===== src/rtl/cpu_defs_pkg.sv =====
// Shared pipeline types for the memory stage: operand widths, memory op
// encodings and the memory-stage FSM states, plus small op-decode helpers.
package cpu_defs;

   typedef logic [31:0] u32_t;
   typedef logic [4:0]  reg_idx_t;

   typedef enum logic [3:0] {
      MEM_NONE = 4'd0,
      MEM_LB   = 4'd1,
      MEM_LBU  = 4'd2,
      MEM_LH   = 4'd3,
      MEM_LHU  = 4'd4,
      MEM_LW   = 4'd5,
      MEM_SB   = 4'd6,
      MEM_SH   = 4'd7,
      MEM_SW   = 4'd8
   } mem_op_t;

   typedef enum logic [1:0] {
      SIZE_B = 2'd0,
      SIZE_H = 2'd1,
      SIZE_W = 2'd2
   } mem_size_t;

   typedef enum logic [2:0] {
      ST_IDLE   = 3'd0,
      ST_REQ    = 3'd1,
      ST_WAIT   = 3'd2,
      ST_DONE   = 3'd3,
      ST_CANCEL = 3'd4
   } mem_stage_state_t;

   function automatic logic op_is_mem(input mem_op_t op);
      return (op == MEM_LB) || (op == MEM_LBU) || (op == MEM_LH) || (op == MEM_LHU) ||
             (op == MEM_LW) || (op == MEM_SB)  || (op == MEM_SH) || (op == MEM_SW);
   endfunction

   function automatic logic op_is_store(input mem_op_t op);
      return (op == MEM_SB) || (op == MEM_SH) || (op == MEM_SW);
   endfunction

   function automatic mem_size_t op_size(input mem_op_t op);
      mem_size_t s;
      case (op)
         MEM_LB, MEM_LBU, MEM_SB: s = SIZE_B;
         MEM_LH, MEM_LHU, MEM_SH: s = SIZE_H;
         default:                 s = SIZE_W;
      endcase
      return s;
   endfunction

   // Only memory ops can be misaligned; ALU results are never checked.
   function automatic logic op_misaligned(input mem_op_t op, input logic [1:0] a);
      logic m;
      m = 1'b0;
      if (op_is_mem(op)) begin
         case (op_size(op))
            SIZE_H:  m = a[0];
            SIZE_W:  m = (a != 2'b00);
            default: m = 1'b0;
         endcase
      end
      return m;
   endfunction

endpackage


===== src/rtl/mem_stage_load_align.sv =====
// Load data alignment: picks the addressed byte/half out of the raw cache
// word and sign- or zero-extends it according to the load op.
module load_align
   import cpu_defs::*;
(
   input  mem_op_t    op_i,
   input  logic [1:0] addr_i,
   input  u32_t       rdata_i,
   output u32_t       data_o
);

   logic [7:0]  byte_lane;
   logic [15:0] half_lane;

   always_comb begin
      byte_lane = rdata_i[{addr_i, 3'b000} +: 8];
      half_lane = addr_i[1] ? rdata_i[31:16] : rdata_i[15:0];
      case (op_i)
         MEM_LB:  data_o = {{24{byte_lane[7]}}, byte_lane};
         MEM_LBU: data_o = {24'd0, byte_lane};
         MEM_LH:  data_o = {{16{half_lane[15]}}, half_lane};
         MEM_LHU: data_o = {16'd0, half_lane};
         default: data_o = rdata_i;
      endcase
   end

endmodule


===== src/rtl/mem_stage.sv =====
// Memory stage: latches the EX bundle, issues one data-cache request for
// aligned loads/stores and hands a writeback bundle to WB.
//
// Handshakes: a transfer happens on a rising edge where valid and ready are
// both high; valid never waits on ready, and a held bundle stays stable until
// it is taken. The cache request likewise holds addr/size/wr/wstrb/wdata
// steady while dc_req_o is high until dc_addr_ok_i.
module mem_stage
   import cpu_defs::*;
(
   input  logic     clk,
   input  logic     rst,
   input  logic     flush,

   input  logic     ex_valid_i,
   output logic     ex_ready_o,
   input  mem_op_t  ex_mem_op_i,
   input  u32_t     ex_result_i,
   input  u32_t     ex_store_data_i,
   input  reg_idx_t ex_rd_i,
   input  logic     ex_we_i,
   input  u32_t     ex_pc_i,

   output logic       dc_req_o,
   output logic       dc_wr_o,
   output logic [1:0] dc_size_o,
   output logic [3:0] dc_wstrb_o,
   output u32_t       dc_addr_o,
   output u32_t       dc_wdata_o,
   input  logic       dc_addr_ok_i,
   input  logic       dc_data_ok_i,
   input  u32_t       dc_rdata_i,

   output logic     wb_valid_o,
   input  logic     wb_ready_i,
   output u32_t     wb_data_o,
   output reg_idx_t wb_rd_o,
   output logic     wb_we_o,
   output u32_t     wb_pc_o,
   output logic     wb_ale_o
);

   mem_stage_state_t state_q, state_d;
   mem_op_t          op_q, op_d;
   u32_t             addr_q, addr_d;
   u32_t             sdata_q, sdata_d;
   reg_idx_t         rd_q, rd_d;
   logic             we_q, we_d;
   u32_t             pc_q, pc_d;
   u32_t             wb_data_q, wb_data_d;
   logic             ale_q, ale_d;

   u32_t      load_val;
   mem_size_t size_q;
   logic      in_req;
   logic      accept;
   logic      start;
   logic      mis;

   load_align u_load_align (
      .op_i    (op_q),
      .addr_i  (addr_q[1:0]),
      .rdata_i (dc_rdata_i),
      .data_o  (load_val)
   );

   assign ex_ready_o = !flush && ((state_q == ST_IDLE) || ((state_q == ST_DONE) && wb_ready_i));
   assign accept     = ex_valid_i && ex_ready_o;
   assign mis        = op_misaligned(ex_mem_op_i, ex_result_i[1:0]);

   // Request side is driven purely from the held bundle, so it is stable in REQ.
   assign in_req   = (state_q == ST_REQ);
   assign size_q   = op_size(op_q);
   assign dc_req_o = in_req;
   assign dc_wr_o  = in_req && op_is_store(op_q);
   assign dc_size_o = in_req ? size_q : 2'd0;
   assign dc_addr_o = in_req ? addr_q : 32'd0;

   always_comb begin
      dc_wstrb_o = 4'b0000;
      dc_wdata_o = 32'd0;
      if (dc_wr_o) begin
         case (size_q)
            SIZE_B: begin
               dc_wstrb_o = 4'b0001 << addr_q[1:0];
               dc_wdata_o = {4{sdata_q[7:0]}};
            end
            SIZE_H: begin
               dc_wstrb_o = addr_q[1] ? 4'b1100 : 4'b0011;
               dc_wdata_o = {2{sdata_q[15:0]}};
            end
            default: begin
               dc_wstrb_o = 4'b1111;
               dc_wdata_o = sdata_q;
            end
         endcase
      end
   end

   assign wb_valid_o = (state_q == ST_DONE);
   assign wb_data_o  = wb_data_q;
   assign wb_rd_o    = rd_q;
   assign wb_we_o    = we_q;
   assign wb_pc_o    = pc_q;
   assign wb_ale_o   = ale_q;

   always_comb begin
      state_d   = state_q;
      op_d      = op_q;
      addr_d    = addr_q;
      sdata_d   = sdata_q;
      rd_d      = rd_q;
      we_d      = we_q;
      pc_d      = pc_q;
      wb_data_d = wb_data_q;
      ale_d     = ale_q;
      start     = 1'b0;

      case (state_q)
         ST_IDLE: begin
            if (accept) start = 1'b1;
         end
         ST_REQ: begin
            if (flush) begin
               // An accepted request whose response is still pending must be drained.
               state_d = (dc_addr_ok_i && !dc_data_ok_i) ? ST_CANCEL : ST_IDLE;
            end else if (dc_addr_ok_i) begin
               if (dc_data_ok_i) begin
                  state_d = ST_DONE;
                  if (!op_is_store(op_q)) wb_data_d = load_val;
               end else begin
                  state_d = ST_WAIT;
               end
            end
         end
         ST_WAIT: begin
            if (dc_data_ok_i) begin
               state_d = flush ? ST_IDLE : ST_DONE;
               if (!flush && !op_is_store(op_q)) wb_data_d = load_val;
            end else if (flush) begin
               state_d = ST_CANCEL;
            end
         end
         ST_DONE: begin
            if (flush) begin
               state_d = ST_IDLE;
            end else if (wb_ready_i) begin
               state_d = ST_IDLE;
               if (accept) start = 1'b1;
            end
         end
         ST_CANCEL: begin
            if (dc_data_ok_i) state_d = ST_IDLE;
         end
         default: state_d = ST_IDLE;
      endcase

      if (start) begin
         op_d      = ex_mem_op_i;
         addr_d    = ex_result_i;
         sdata_d   = ex_store_data_i;
         rd_d      = ex_rd_i;
         pc_d      = ex_pc_i;
         wb_data_d = ex_result_i;
         ale_d     = mis;
         we_d      = ex_we_i && !mis && !op_is_store(ex_mem_op_i);
         state_d   = (mis || !op_is_mem(ex_mem_op_i)) ? ST_DONE : ST_REQ;
      end
   end

   always_ff @(posedge clk or posedge rst) begin
      if (rst) begin
         state_q   <= ST_IDLE;
         op_q      <= MEM_NONE;
         addr_q    <= 32'd0;
         sdata_q   <= 32'd0;
         rd_q      <= 5'd0;
         we_q      <= 1'b0;
         pc_q      <= 32'd0;
         wb_data_q <= 32'd0;
         ale_q     <= 1'b0;
      end else begin
         state_q   <= state_d;
         op_q      <= op_d;
         addr_q    <= addr_d;
         sdata_q   <= sdata_d;
         rd_q      <= rd_d;
         we_q      <= we_d;
         pc_q      <= pc_d;
         wb_data_q <= wb_data_d;
         ale_q     <= ale_d;
      end
   end

endmodule


===== config.mk =====
export PLATFORM = sky130hd
export DESIGN_NAME = mem_stage
export DESIGN_NICKNAME = d
export VERILOG_FILES = /design/src/rtl/cpu_defs_pkg.sv /design/src/rtl/mem_stage_load_align.sv /design/src/rtl/mem_stage.sv
export SDC_FILE = /design/constraint.sdc
export NUM_CORES = 1
export LEC_CHECK = 0
export CAP_MARGIN = 0
export CELL_PAD_IN_SITES_DETAIL_PLACEMENT = 1
export CELL_PAD_IN_SITES_GLOBAL_PLACEMENT = 1
export CORE_MARGIN = 2
export CORE_UTILIZATION = 34
export CTS_BUF_LIST = sky130_fd_sc_hd__clkbuf_8 sky130_fd_sc_hd__clkbuf_16
export CTS_CLUSTER_DIAMETER = 120
export DETAILED_ROUTE_END_ITERATION = 8
export GPL_ROUTABILITY_DRIVEN = 0
export PLACE_DENSITY_LB_ADDON = 0.12
export SYNTH_ARGS = -nofsm -noshare
export SYNTH_HDL_FRONTEND = slang
export SYNTH_SLANG_ARGS = --single-unit

===== constraint.sdc =====
create_clock -name clk -period 8.4 [get_ports clk]
set_clock_uncertainty 0.15 [all_clocks]
set_input_delay 0.84 -clock clk [delete_from_list [all_inputs] [get_ports clk]]
set_output_delay 0.84 -clock clk [all_outputs]
set_load 0.02 [all_outputs]

=== Word-level counts from Yosys, hierarchy flattened ===
Cells that the tools add are included.

* Mux-type cells: 39
* Order comparisons: 0
* Reductions and logical operators: 37
* Bitwise gates (word level): 0
* $add $sub $neg: 0
* Multipliers: 0
* Equal/unequal tests: 33
* Shifts and indexed selects: 2
* Div/mod/pow operators: 0

{| class="wikitable"
|+ Operator list
! cell !! number
|-
| 2-to-1 mux 32 bit || 9
|-
| one-hot mux 32 bit (2 select lines) || 2
|-
| one-hot mux 32 bit (4 select lines) || 1
|-
| indexed part select 32 x 6 -> 8 bit || 1
|-
| == test 4 x 3 -> 1 bit (second input constant) || 7
|-
| 2-to-1 mux 3 bit || 9
|-
| == test 4 x 2 -> 1 bit (second input constant) || 4
|-
| 2-to-1 mux 16 bit || 1
|-
| one-hot mux 3 bit (5 select lines) || 1
|-
| logical OR 1 bit || 13
|-
| inequality test 3 bit (second input constant) || 4
|-
| OR reduction 3 bit || 4
|-
| inequality test 3 x 2 -> 1 bit (second input constant) || 3
|-
| == test 4 x 1 -> 1 bit (second input constant) || 2
|-
| == test 4 bit (second input constant) || 2
|-
| logical AND 1 bit || 8
|-
| 2-to-1 mux 2 bit || 4
|-
| 2-to-1 mux 4 bit || 2
|-
| one-hot mux 2 bit (2 select lines) || 2
|-
| one-hot mux 4 bit (2 select lines) || 1
|-
| AND reduction 7 bit || 1
|-
| == test 3 x 2 -> 1 bit (second input constant) || 2
|-
| logical NOT 1 bit || 6
|-
| 2-to-1 mux 1 bit || 5
|-
| other kinds (15) || 17
|}

* Flip-flop bits (word level): 142
* Memories: 0
* Latch bits: 0
* Output and inout bits: 145
* Bits in read-only memories: 0
* Bits of input ports: 145
* Memory bits (writable): 0

=== Logic depth before layout (Yosys ltp) ===
* Depth after elaboration: 15
* Mapped depth: 8
* Depth with buffers taken out: 5

=== Cells and area by module ===
Synthesis repeated with hierarchy kept, for this count alone.

* Cell total of the unflattened synthesis: 845
* Area total of the unflattened synthesis: 7856.3 sq um

{| class="wikitable"
|+ Modules (own cells, without submodules)
! module !! area each (sq um) !! cells an instance !! sequential area each (sq um) !! instances
|-
| mem_stage || 6947.9 || 740 || 3553.4 || 1
|-
| load_align || 908.4 || 105 || 0.0 || 1
|}

=== Worst setup path after synthesis ===
OpenSTA, ideal clock, no wires.

* Kind: register -> output
* Start: register op_q[0]
* End: output dc_wdata_o[24]
* Required time: 7.410 ns
* Slack: 5.455 ns
* Arrival time: 1.955 ns
* Stages on the path, launching flop included: 8
* Cell sequence: dfrtp_1 buf_4 or3b_1 a21o_1 nand2_2 buf_4 nor2_1 nor3_1

* Longest elaborated chain between the ends: 6
* Elaborated cells between the ends (all ways): 17
* Those cells by class: eq/ne (8); mux (3); reduce/logical (6)

{| class="wikitable"
|+ Ends and longest elaborated chain
! element !! line !! source
|-
| from (decl) || mem_stage.sv:44 || <nowiki>mem_op_t op_q, op_d;</nowiki>
|-
| from (signal assigned) || mem_stage.sv:184 || <nowiki>op_q <= op_d;</nowiki>
|-
| == test 4 x 3 -> 1 bit (tied with other cells) || cpu_defs_pkg.sv:40, cpu_defs_pkg.sv:45 ||
|-
| OR reduction 3 bit || cpu_defs_pkg.sv:45 || <nowiki>case (op)</nowiki>
|-
| one-hot mux 2 bit (2 select lines) || cpu_defs_pkg.sv:45 ||
|-
| == test 2 x 1 -> 1 bit or logical NOT 2 bit (tied branches) || mem_stage.sv:83 || <nowiki>case (size_q)</nowiki>
|-
| one-hot mux 32 bit (2 select lines) || mem_stage.sv:83 ||
|-
| 2-to-1 mux 32 bit * || mem_stage.sv:82 || <nowiki>if (dc_wr_o) begin</nowiki>
|-
| to (decl) || mem_stage.sv:29 || <nowiki>output u32_t dc_wdata_o,</nowiki>
|}

Every way passes the cells marked *; elsewhere a longest branch is shown, timed or not.

=== Worst setup path in the final report ===
* Start: register op_q[1]
* End: output dc_wdata_o[13]

Same word-level chain as after synthesis.

==> results.md <==
* Status: completed
* CP Launch Type: register
* Critical path depth in cells at 5
* HP Class: register to register
* CTS tree: yes
* Pin count of the biggest net entering global routing at around 110
* Die X-Extent at 151 um
* Fin. max-slew vios at 0
* H-tree Lvls at 4
* Via density at 5.17
* Worst path top cell family by delay: simple AND/OR/NAND/NOR gates
* Combinational family with the most area after synthesis: simple AND/OR/NAND/NOR gates
* Final worst path period share at 55.3%
* Die area at 22900 um2
* Endpoint class of the critical path: output pin
* Dpl ws at 4250 ps
* Fin nets at 1310
* Post-synth EDFFs at 0
* Number of distinct library cells after synthesis at between 50 and 60
* Mapped Cells at 917
* Initial Util at 34.9%
* Top-level I/O count at 290
* Register area at 3550 um2
* Synthesized net count at 1062
* DRC viols at 0
* # resized after CTS at 0
* Die Y at between 150 and 200 um
* Post-Synth XOR/XNOR Area at 0.119%
* Post-synth top area share at 48.1%
* Seq cells post-synth at 142
* # hold bufs at CTS at 0
* Max incr delay on CP at 680 ps
* GRT Total Usage at about a quarter
* DR pass1 iterations at 5
* R2r setup slk at 5090 ps
* Worst R2R Start: state_q[0]
* Combinational Power Share at 51.4%
* Main flop type after synthesis: dfrtp_1
* WHS at 317 ps
* Final setup violation count at 0
* Largest cells by area after synthesis: dfrtp_1 48%, nand2_1 19%, and3_1 3.5%, a21oi_1 3.4%, o21ai_0 2.8%
* Switching pwr at 1.83 mW
* Setup tns final at 0 ps
* Initial antenna violation count at 0
* Via Count at 7515
* Critical path data required time at 7410 ps
* GRT overflow at 0
* Avg Cell Area, Syn at between 8 and 9 um2
* Slew headroom at 24.7%
* Synth Area in Simple Gates at between 20% and 30%
* Worst vdd ir at 0.172 mV
* Clk buf depth at 2
* FFs w/ async S/R, synth at 100%
* Root Driver: clkbuf_16
* Initial DRC Count at ~320
* Worst-path fanout max at 29
* WP data arrival at 3660 ps
* Multi-input gate area at 3500 um2
* Rows at 53
* CP startpoint: op_q[1]
* Worst R2R End: wb_we_o
* Diode count at 0
* Setup ws final at 3750 ps
* Clock share of power at between 15 and 20%
* Area after DPL at 10400 um2
* Sw Share at 44.8%
* Floorplan Core Area at 21200 um2
* Pwr dens at 374 nW/um2
* Num CTS Buffers at 17
* Max Fclk at ~0.22 GHz
* Final ANT Viol Nets at 0
* Cell-internal power at 2.26 mW
* Area leader, netlist: dfrtp_1
* WP buf/inv at 1
* Post-synthesis cell area at 7380 um2
* Post-CTS Setup Inserts at 0
* Area Overhead vs Synth at 48.4%
* Clock transition at path regs at 70 ps
* CP cell instances: nor4b_2 -> a31o_1 -> nand2_1 -> a21oi_1 -> clkdlybuf4s50_1
* First-pass GRT wire length at between 40000 and 50000 um
* I/O Buffers at 289
* Reg2Reg Depth at 6
* Ys Warns at 0
* Synth Area in Adders at 0%
* Detail Placement HPWL at 19600 um
* Minimum clock period after layout at 4650 ps
* Max_cap viols at 0
* Filler instances at 2538
* Final Instance Area at approximately 11000 um2
* Clk sink count at 142
* Post-synthesis mux area share at 2.59%
* Clock insertion delay at the later pin of the skew report at 420 ps
* CP endpoint: dc_wdata_o[13]
* Leakage at 4.98 nW
* Share of cells above drive strength 1 at approximately 5.6%
* Register area share after synthesis at 48.1%
* Synth Area in Compound Gates at 15.7%
* Sequential Power Share at 30.5%
* Crit Path Class: register to output pin
* RSZ-0062 raised after global routing: no
* Final Hold Viols at 0
* Final WL at 28200 um
* Routed WL per cell at 19.4 um
* Vias in the first global route at 7894
* Worst-Margin Slew at 1130 ps
* Highest-delay cell along the critical path: nand2_1
-- synth_stat cells, types with 7 or more instances --
cell type and count:
nand2_1 379, dfrtp_1 142, a21oi_1 50, and3_1 41, o21ai_0 41, nor2_1 34, clkbuf_1 30, buf_2 29
mux2i_1 15, a31oi_1 14, o21ai_1 14, nor3_1 12, a21oi_2 9, inv_1 8, o221ai_1 8, o22ai_1 8
nor3b_1 7, o211ai_1 7, o41ai_1 7
-- placed cells by master, fill, tap and decap left out, drive strengths merged, types with 13 or more instances in the layout --
master         count
nand2            380
clkdlybuf4s50    289
dfrtp            142
a21oi             59
o21ai             56
and3              41
nor2              36
clkbuf            18
mux2i             15
inv               15
a31oi             14
nor3              13
-- registers in the layout, summed over array words and instances, names as in the netlist --
register   flops
wb_pc_o       32
wb_rd_o        5
wb_ale_o       1
addr_q        32
wb_data_o     32
op_q           4
sdata_q       32
wb_we_o        1
state_q        3
-- power groups by stage --
stage          logic, mW  clock network (mW)  registers [mW]
2_1_floorplan       1.15                   0            1.35
5_1_grt             2.31               0.782            1.29
6_report            2.11               0.741            1.25
3_3_place_gp        2.08                   0            1.24
4_1_cts             2.13               0.756            1.25
3_5_place_dp        2.12                   0            1.25
-- final cells by class --
cell class                 count  share of cell area, %
multi-input combinational    700                   32.0
clock buffer                  18                   4.01
timing repair buffer         296                   26.9
clock inverter                14                   1.21
tap                          275                   3.14
sequential                   142                   32.4
inverter                       8                  0.320
-- cells by family after synthesis --
logic type      after synthesis
xor+xnor                      1
flops                       142
simple gates                497
compound gates              184
buf+inv                      75
mux                          18
-- per-layer routing --
layer	up-vias	wire (um)	track usage (%)
met1	3695	11800	31.3
met5	-	0	0
li1	3568	-	-
met4	0	321	6.12
met3	16	2300	7.56
met2	236	13800	41.7
-- how the worst min path moves through the flow --
| stage | startpoint | end | depth (start not counted) |
|---|---|---|---|
| floorplan | addr_q[10] | addr_q[10] | 2 |
| global placement | addr_q[9] | addr_q[9] | 2 |
| detailed placement | addr_q[16] | addr_q[16] | 2 |
| CTS | addr_q[13] | addr_q[13] | 2 |
| global route | addr_q[3] | addr_q[3] | 2 |
| finish | addr_q[9] | addr_q[9] | 2 |
-- through the flow --
stage	power, mW	utilization [%]	cells
after global routing	4.39	51.8	1453
after detailed placement	3.37	49.1	1421
final	4.09	51.8	1453
after global placement	3.32	49.1	1421
after CTS	4.14	51.8	1453
after floorplan	2.50	-	917
-- tightest hold or removal path, cell delays in order, from the launching register on --
cell and delay (ps):
dfrtp_1 340, nand2_1 50, nand2_1 50
Note: power is estimated with default switching activity, not from simulation.
